### config.mk
export PLATFORM = sky130hd
export DESIGN_NAME = dr_multi_controller
export DESIGN_NICKNAME = d
export VERILOG_FILES = /design/src/rtl/dr_pkg.sv /design/src/rtl/dr_chan_counter.sv /design/src/rtl/dr_multi_controller.sv
export SDC_FILE = /design/constraint.sdc
export NUM_CORES = 1
export LEC_CHECK = 0
export BUFFER_PORTS_ARGS = -buffer_cell sky130_fd_sc_hd__buf_2
export CORE_ASPECT_RATIO = 0.75
export CORE_MARGIN = 2
export CORE_UTILIZATION = 60
export DETAILED_ROUTE_END_ITERATION = 6
export GPL_ROUTABILITY_DRIVEN = 1
export PLACE_DENSITY = 0.84
export SLEW_MARGIN = 15
export SYNTH_ARGS = -nofsm -noshare
export SYNTH_HDL_FRONTEND = slang
export SYNTH_SLANG_ARGS = --single-unit
### constraint.sdc
create_clock -name clk -period 4.58 [get_ports clk]
set_input_delay 0.458 -clock clk [delete_from_list [all_inputs] [get_ports clk]]
set_output_delay 0.458 -clock clk [all_outputs]
set_load 0.01 [all_outputs]
### src/rtl/dr_pkg.sv
// Shared types and width helpers for the multi-channel data-ready controller.
package dr_pkg;

  typedef enum logic [1:0] {IDLE, WAIT_MOD, ASSERT, GAP} state_type;

  // Counters and selects never collapse to zero width, even for a count of 1.
  function automatic int clog2_min1(input int n);
    return (n <= 2) ? 1 : $clog2(n);
  endfunction

endpackage

### src/rtl/dr_chan_counter.sv
// Per-channel rising-edge detect, saturating pending-event counter and sticky overflow.
module dr_chan_counter #(
  parameter int PEND_W = 2
) (
  input  logic clk,
  input  logic n_rst,
  input  logic dr,
  input  logic dec,
  input  logic clear_ovf,
  output logic pending_nz,
  output logic overflow
);

  localparam logic [PEND_W-1:0] PEND_MAX = '1;

  logic              dr_prev;
  logic [PEND_W-1:0] pend;
  logic              evt;
  logic              sat;

  assign evt = dr & ~dr_prev;
  // An event that coincides with a decrement cancels out, so it can never overflow.
  assign sat = evt && !dec && (pend == PEND_MAX);

  always_ff @(posedge clk or negedge n_rst) begin
    if (!n_rst) begin
      dr_prev  <= 1'b0;
      pend     <= '0;
      overflow <= 1'b0;
    end else begin
      dr_prev <= dr;
      if (evt && !dec && !sat)
        pend <= pend + PEND_W'(1);
      else if (!evt && dec && (pend != '0))
        pend <= pend - PEND_W'(1);
      if (sat)
        overflow <= 1'b1;
      else if (clear_ovf)
        overflow <= 1'b0;
    end
  end

  assign pending_nz = |pend;

endmodule

### src/rtl/dr_multi_controller.sv
// Round-robin server of queued data-ready events: waits for modwait low, then
// drives a registered PULSE_LEN-cycle data_ready tagged with the channel index.
module dr_multi_controller
  import dr_pkg::*;
#(
  parameter  int NUM_CH    = 4,
  parameter  int PULSE_LEN = 3,
  parameter  int PEND_W    = 2,
  localparam int CH_W      = clog2_min1(NUM_CH)
) (
  input  logic              clk,
  input  logic              n_rst,
  input  logic [NUM_CH-1:0] dr,
  input  logic              modwait,
  input  logic              clear_ovf,
  output logic              data_ready,
  output logic [CH_W-1:0]   ch_sel,
  output logic              busy,
  output logic [NUM_CH-1:0] overflow
);

  localparam int              CNT_W    = clog2_min1(PULSE_LEN);
  localparam logic [CNT_W-1:0] CNT_LOAD = CNT_W'(PULSE_LEN - 1);
  localparam logic [CH_W-1:0]  RR_INIT  = CH_W'(NUM_CH - 1);

  state_type         state, nstate;
  logic [NUM_CH-1:0] pend_nz;
  logic [NUM_CH-1:0] dec;
  logic [CH_W-1:0]   rr, pick, cand;
  logic              found;
  logic [CNT_W-1:0]  pcnt;
  logic              last;
  int                idx;

  assign last = (state == ASSERT) && (pcnt == '0);

  for (genvar i = 0; i < NUM_CH; i++) begin : g_ch
    assign dec[i] = last && (ch_sel == CH_W'(i));
    dr_chan_counter #(.PEND_W(PEND_W)) u_cnt (
      .clk        (clk),
      .n_rst      (n_rst),
      .dr         (dr[i]),
      .dec        (dec[i]),
      .clear_ovf  (clear_ovf),
      .pending_nz (pend_nz[i]),
      .overflow   (overflow[i])
    );
  end

  // First pending channel after the last served one, wrapping at NUM_CH.
  always_comb begin
    found = 1'b0;
    pick  = rr;
    idx   = 0;
    cand  = '0;
    for (int k = 1; k <= NUM_CH; k++) begin
      idx  = (int'(rr) + k) % NUM_CH;
      cand = CH_W'(idx);
      if (!found && pend_nz[cand]) begin
        found = 1'b1;
        pick  = cand;
      end
    end
  end

  always_ff @(posedge clk or negedge n_rst) begin
    if (!n_rst) state <= IDLE;
    else        state <= nstate;
  end

  always_comb begin
    nstate = state;
    case (state)
      IDLE:     if (found)      nstate = WAIT_MOD;
      WAIT_MOD: if (!modwait)   nstate = ASSERT;
      ASSERT:   if (pcnt == '0) nstate = GAP;
      GAP:                      nstate = IDLE;
      default:                  nstate = IDLE;
    endcase
  end

  always_comb begin
    busy = (state != IDLE);
  end

  always_ff @(posedge clk or negedge n_rst) begin
    if (!n_rst) begin
      data_ready <= 1'b0;
      ch_sel     <= '0;
      rr         <= RR_INIT;
      pcnt       <= '0;
    end else begin
      data_ready <= (nstate == ASSERT);
      if (state == IDLE && found) begin
        ch_sel <= pick;
        rr     <= pick;
      end
      if (state == WAIT_MOD)
        pcnt <= CNT_LOAD;
      else if (state == ASSERT && pcnt != '0)
        pcnt <= pcnt - CNT_W'(1);
    end
  end

endmodule

# Word level (Yosys, flattened, before mapping)
# Index checks and enable logic that the tools add are counted.
[totals]
out_inout_bits = 8
in_bits = 8
ff_bits = 25
[classes]
reduce_logical = 67
n_mux = 35
bitwise = 8
n_eq_ne = 11
order_cmp = 4
n_addsub = 13
[op_table]
columns = ["operator", "count"]
rows = [
  ["2-to-1 mux 2 bit", 17],
  ["logical AND 1 bit", 30],
  ["nonzero test 2 bit", 15],
  ["== test 2 bit (second input constant)", 9],
  ["zero test 1 bit", 15],
  ["2-to-1 mux 1 bit", 13],
  ["adder 2 x 1 -> 2 bit (second input constant)", 6],
  ["< comparator 2 x 3 -> 1 bit (second input constant)", 4],
  ["subtractor 2 x 1 -> 2 bit (second input constant)", 5],
  ["binary-select mux 1 bit (select 2 bit)", 4],
  ["case mux 2 bit (4 select lines)", 1],
  ["OR reduction 2 bit", 4],
  ["zero test 2 bit", 3],
  ["adder 2 bit (second input constant)", 2],
  ["AND 1 bit", 4],
  ["== test 2 x 1 -> 1 bit (second input constant)", 2],
  ["inverter 1 bit", 4],
]

# Longest topological paths before layout
[logic_depth]
word_depth = 16
depth_mapped = 6

# By module
# A second synthesis with hierarchy kept.
[hier_totals]
hier_cells = 125
hier_area_um2 = 1297.5
[modules_own_cells]
columns = ["module", "cells_per_inst", "seq_area_each_um2", "instances", "area_each_um2"]
rows = [
  ["dr_chan_counter", 17, 100.1, 4, 192.7],
  ["dr_multi_controller", 57, 227.7, 1, 526.8],
]

# Worst setup path after synthesis
# Ideal clock, no wire load.
[synth_path]
path_type = "register -> register"
startpoint = "register ch_sel[0]"
endpoint = "register g_ch[2].u_cnt.pend[0]"
setup_time_ns = 0.094
required_ns = 4.486
stages_incl_launch_ff = 5
path_slack_ns = 3.018
arrival_ns = 1.468
cell_sequence = "dfrtp_1 -> or3b_4 -> o21a_1 -> a21o_1 -> a221oi_2"
[synth_between]
elab_chain_len = 8
[synth_lines]
columns = ["item", "line_no", "source"]
rows = [
  ["start, declared", "dr_multi_controller.sv:17", "output logic [CH_W-1:0] ch_sel,"],
  ["start signal, assigned", "dr_multi_controller.sv:95", "ch_sel <= pick;"],
  ["== test 2 bit *", "dr_multi_controller.sv:38", "assign dec[i] = last && (ch_sel == CH_W'(i));"],
  ["logical AND 1 bit *", "dr_multi_controller.sv:38", ""],
  ["zero test 1 bit", "dr_chan_counter.sv:23, dr_chan_counter.sv:32", ""],
  ["logical AND 1 bit", "dr_chan_counter.sv:23, dr_chan_counter.sv:32", ""],
  ["logical AND 1 bit", "dr_chan_counter.sv:23", "assign sat = evt && !dec && (pend == PEND_MAX);"],
  ["zero test 1 bit", "dr_chan_counter.sv:32", "if (evt && !dec && !sat)"],
  ["logical AND 1 bit", "dr_chan_counter.sv:32", ""],
  ["2-to-1 mux 2 bit or nonzero test 2 bit (tied branches)", "-", ""],
  ["end signal, assigned", "dr_chan_counter.sv:33", "pend <= pend + PEND_W'(1);"],
  ["end signal, assigned", "dr_chan_counter.sv:35", "pend <= pend - PEND_W'(1);"],
  ["end, declared", "dr_chan_counter.sv:17", "logic [PEND_W-1:0] pend;"],
]
# Mark *: on every way between the ends. The rest lies on a longest branch, timed or not.
# A chain may end at the register's enable or synchronous reset.

# Worst setup path in the final report
[layout_path]
startpoint = "register state[0]"
endpoint = "output busy"
[layout_between]
elab_chain_len = 1
[layout_lines]
columns = ["item", "line_no", "source"]
rows = [
  ["start, declared", "dr_multi_controller.sv:26", "state_type state, nstate;"],
  ["start signal, assigned", "dr_multi_controller.sv:68", "else state <= nstate;"],
  ["nonzero test 2 bit", "dr_multi_controller.sv:83", "busy = (state != IDLE);"],
  ["end, declared", "dr_multi_controller.sv:18", "output logic busy,"],
]
# No other way between the ends.

==> summary.md <==
| Metric | Value |
|---|---|
| Sw frac | `39.7%` |
| Crit path max fanout | `13` |
| Final #Nets | `153` |
| WHS | `0.0971 ns` |
| Clock transition at path regs | `0.13 ns` |
| Later-pin clock latency in the skew report | `0.32 ns` |
| Achievable Freq | `548 MHz` |
| Power Total | `705 uW` |
| H-Tree Depth | `1` |
| Initial antenna violation count | `0` |
| Yosys cell types | `40` |
| CP Capture Type | `output pin` |
| HP Class | `primary input to async pin` |
| Placer Congestion | `0.842` |
| Fillers | `162` |
| CTS root buffer | `clkbuf_4` |
| Synthesized area | `1280 um^2` |
| Largest net degree at the start of global routing | `26` |
| Wire length of the first global-routing pass | `4230 um` |
| Mean Syn Cell Area | `9.58 um^2` |
| FF+latch count, synth | `25` |
| Die Ht | `44.1 um` |
| Final setup violation count | `0` |
| P&R area growth vs syn | `6.14%` |
| Total wire length | `2540 um` |
| Max transition margin | `63.3%` |
| Maximum buffer depth of the clock tree | `2` |
| CTS tree | `built` |
| Sequential power share | `51.2%` |
| Hold Vio Cnt, Final | `0` |
| Most used DFF post-synth | `dfrtp_1` |
| Max-cap viol count | `0` |
| Total die area | `2530 um^2` |
| Skew final | `0.00320 ns` |
| Antenna viol nets, final | `0` |
| Maximum vdd drop | `498 uV` |
| Row cnt | `14` |
| Seq/Total Area, Yosys | `48.9%` |
| RSZ-0062 raised after global routing | `no` |
| Status | `finished clean` |
| Share of cells above drive strength 1 | `20.3%` |
| GR Overflow Total | `0` |
| Post-CTS Setup Inserts | `0` |
| # resized after CTS | `0` |
| Hpwl dp | `1780 um` |
| Part of the cycle the worst path needs | `39.8%` |
| Final Max Slew Viols | `0` |
| Startpoint Class | `register` |
| Slew at the pin closest to its max-slew limit | `0.550 ns` |
| IO buf count | `15` |
| Post-synth ARST share | `100%` |
| Number of synthesized flops with an enable pin | `0` |
| Post-route cell area | `1360 um^2` |
| Via count | `1047` |
| Routed vias/inst | `6.27` |
| DR iter-0 viols | `46` |
| CORE AREA | `2010 um^2` |
| Switching power | `280 uW` |
| Crit Path Class | `register to output pin` |
| Starting density of the core | `63.7%` |
| Pwr per Cell Area | `518 nW/um^2` |
| Mapped Cells | `134` |
| Ys Warns | `0` |
| TNS Setup | `0 ns` |
| CTS buffer count | `3` |
| CTS Sinks | `25` |
| CP arrival | `1.37 ns` |
| Vias in the first global route | `975` |
| Worst EP required | `4.12 ns` |
| DRT Pass-1 Iters | `4` |
| # hold bufs at CTS | `0` |
| DRC Markers | `0` |
| # IOs | `16` |
| GRT Util Overall | `22.4%` |
| Clock power share | `14.1%` |
| Synth Net Count | `143` |
| Die Wd | `57.4 um` |
| Internal Power | `426 uW` |
| Leakage | `0.613 nW` |
| Post-route minimum period | `1.82 ns` |
| Fin util | `67.6%` |
| Ant. Diodes | `0` |
| Wire per inst | `15.2 um` |
| Comb pwr share | `34.7%` |
| Dpl cell area | `1340 um^2` |
## placed cells by master (no fill, tap or decap), types with 4 or more instances in the layout
cell type	count
a21oi_1	7
buf_2	15
dfrtp_1	23
inv_1	12
nand2_1	6
nor2_1	8
nor2b_1	4
nor3_1	9
nor4_1	4
o21ai_0	14
## flip-flops by register name (all words and copies together), names as in the netlist
name and cells:
ch_sel 2, data_ready 1, g_ch.u_cnt.dr_prev 4, g_ch.u_cnt.overflow 4, g_ch.u_cnt.pend 8, pcnt 2, rr 2, state 2
## cell type report
cell class              instances  area (um^2)  share of cell area [%]
flip-flops and latches         25          628                    46.1
clock inverters                 1         5.00                   0.367
clock buffers                   3         22.5                    1.65
multi-input cells              87          557                    40.9
inverters                      12         45.0                    3.31
well taps                      24         30.0                    2.20
repair buffers                 15         75.1                    5.51
## routing by layer
layer	vias up	GRT usage, %	wire, um
met3	2	5.85	162
met5	-	0	0
li1	501	-	-
met4	0	8.84	13
met1	498	29.3	1190
met2	46	36.4	1180
## stage by stage
step | instances | setup WS (ns)
floorplan | 134 | 3.02
global placement | 163 | 2.94
detailed placement | 163 | 2.88
CTS | 167 | 2.77
global route | 167 | 2.68
finish | 167 | 2.76
## power by group through the flow
stage	sequential [mW]	clock (mW)	combinational [mW]
2_1_floorplan	0.330	0	0.207
3_3_place_gp	0.357	0	0.231
3_5_place_dp	0.362	0	0.241
4_1_cts	0.359	0.100	0.245
5_1_grt	0.370	0.108	0.275
6_report	0.361	0.0998	0.245
## kinds of logic after synthesis
group	synth area share, %
compound gates	25.3
fa+ha+maj	0.975
flops	48.9
simple gates	16.3
mux	0.780
buf+inv	7.70
## cells in the mapped netlist (all sizes together) (2+ instances only)
cell type,n,area share (%)
or4,2,1.2
clkbuf,4,1.2
dfstp,2,4.1
or3b,2,1.6
inv,12,3.5
o21ai,15,6.1
nor3,9,3.5
nor2b,4,1.9
nor4,4,1.9
a221oi,2,2.3
a21o,3,1.8
nor2,8,2.3
o21a,3,1.8
a32o,3,2.4
a21oi,7,2.7
nand2,6,1.8
buf,6,3.0
a211oi,3,1.8
dfrtp,23,45
## worst max-delay path: stages (launching register included)
cell and delay (ns):
dfrtp_1 0.53, nor2_1 0.31, inv_1 0.06, buf_2 0.14
## path summary, 6_finish.rpt
kind                                              from                     end  slack, ns  cells after the start
worst max register to register                state[0]   g_ch[2].u_cnt.pend[0]       2.83                      4
worst max-delay path                          state[0]                    busy       2.76                      3
min in group clk                                 dr[2]   g_ch[2].u_cnt.dr_prev       0.24                      1
worst min register to register  g_ch[1].u_cnt.overflow  g_ch[1].u_cnt.overflow       0.51                      1
max in group asynchronous                        n_rst                   rr[0]       4.12                      1
worst min-delay path                             n_rst   g_ch[1].u_cnt.pend[1]        0.1                      1
Note: power is estimated with default switching activity, not from simulation.
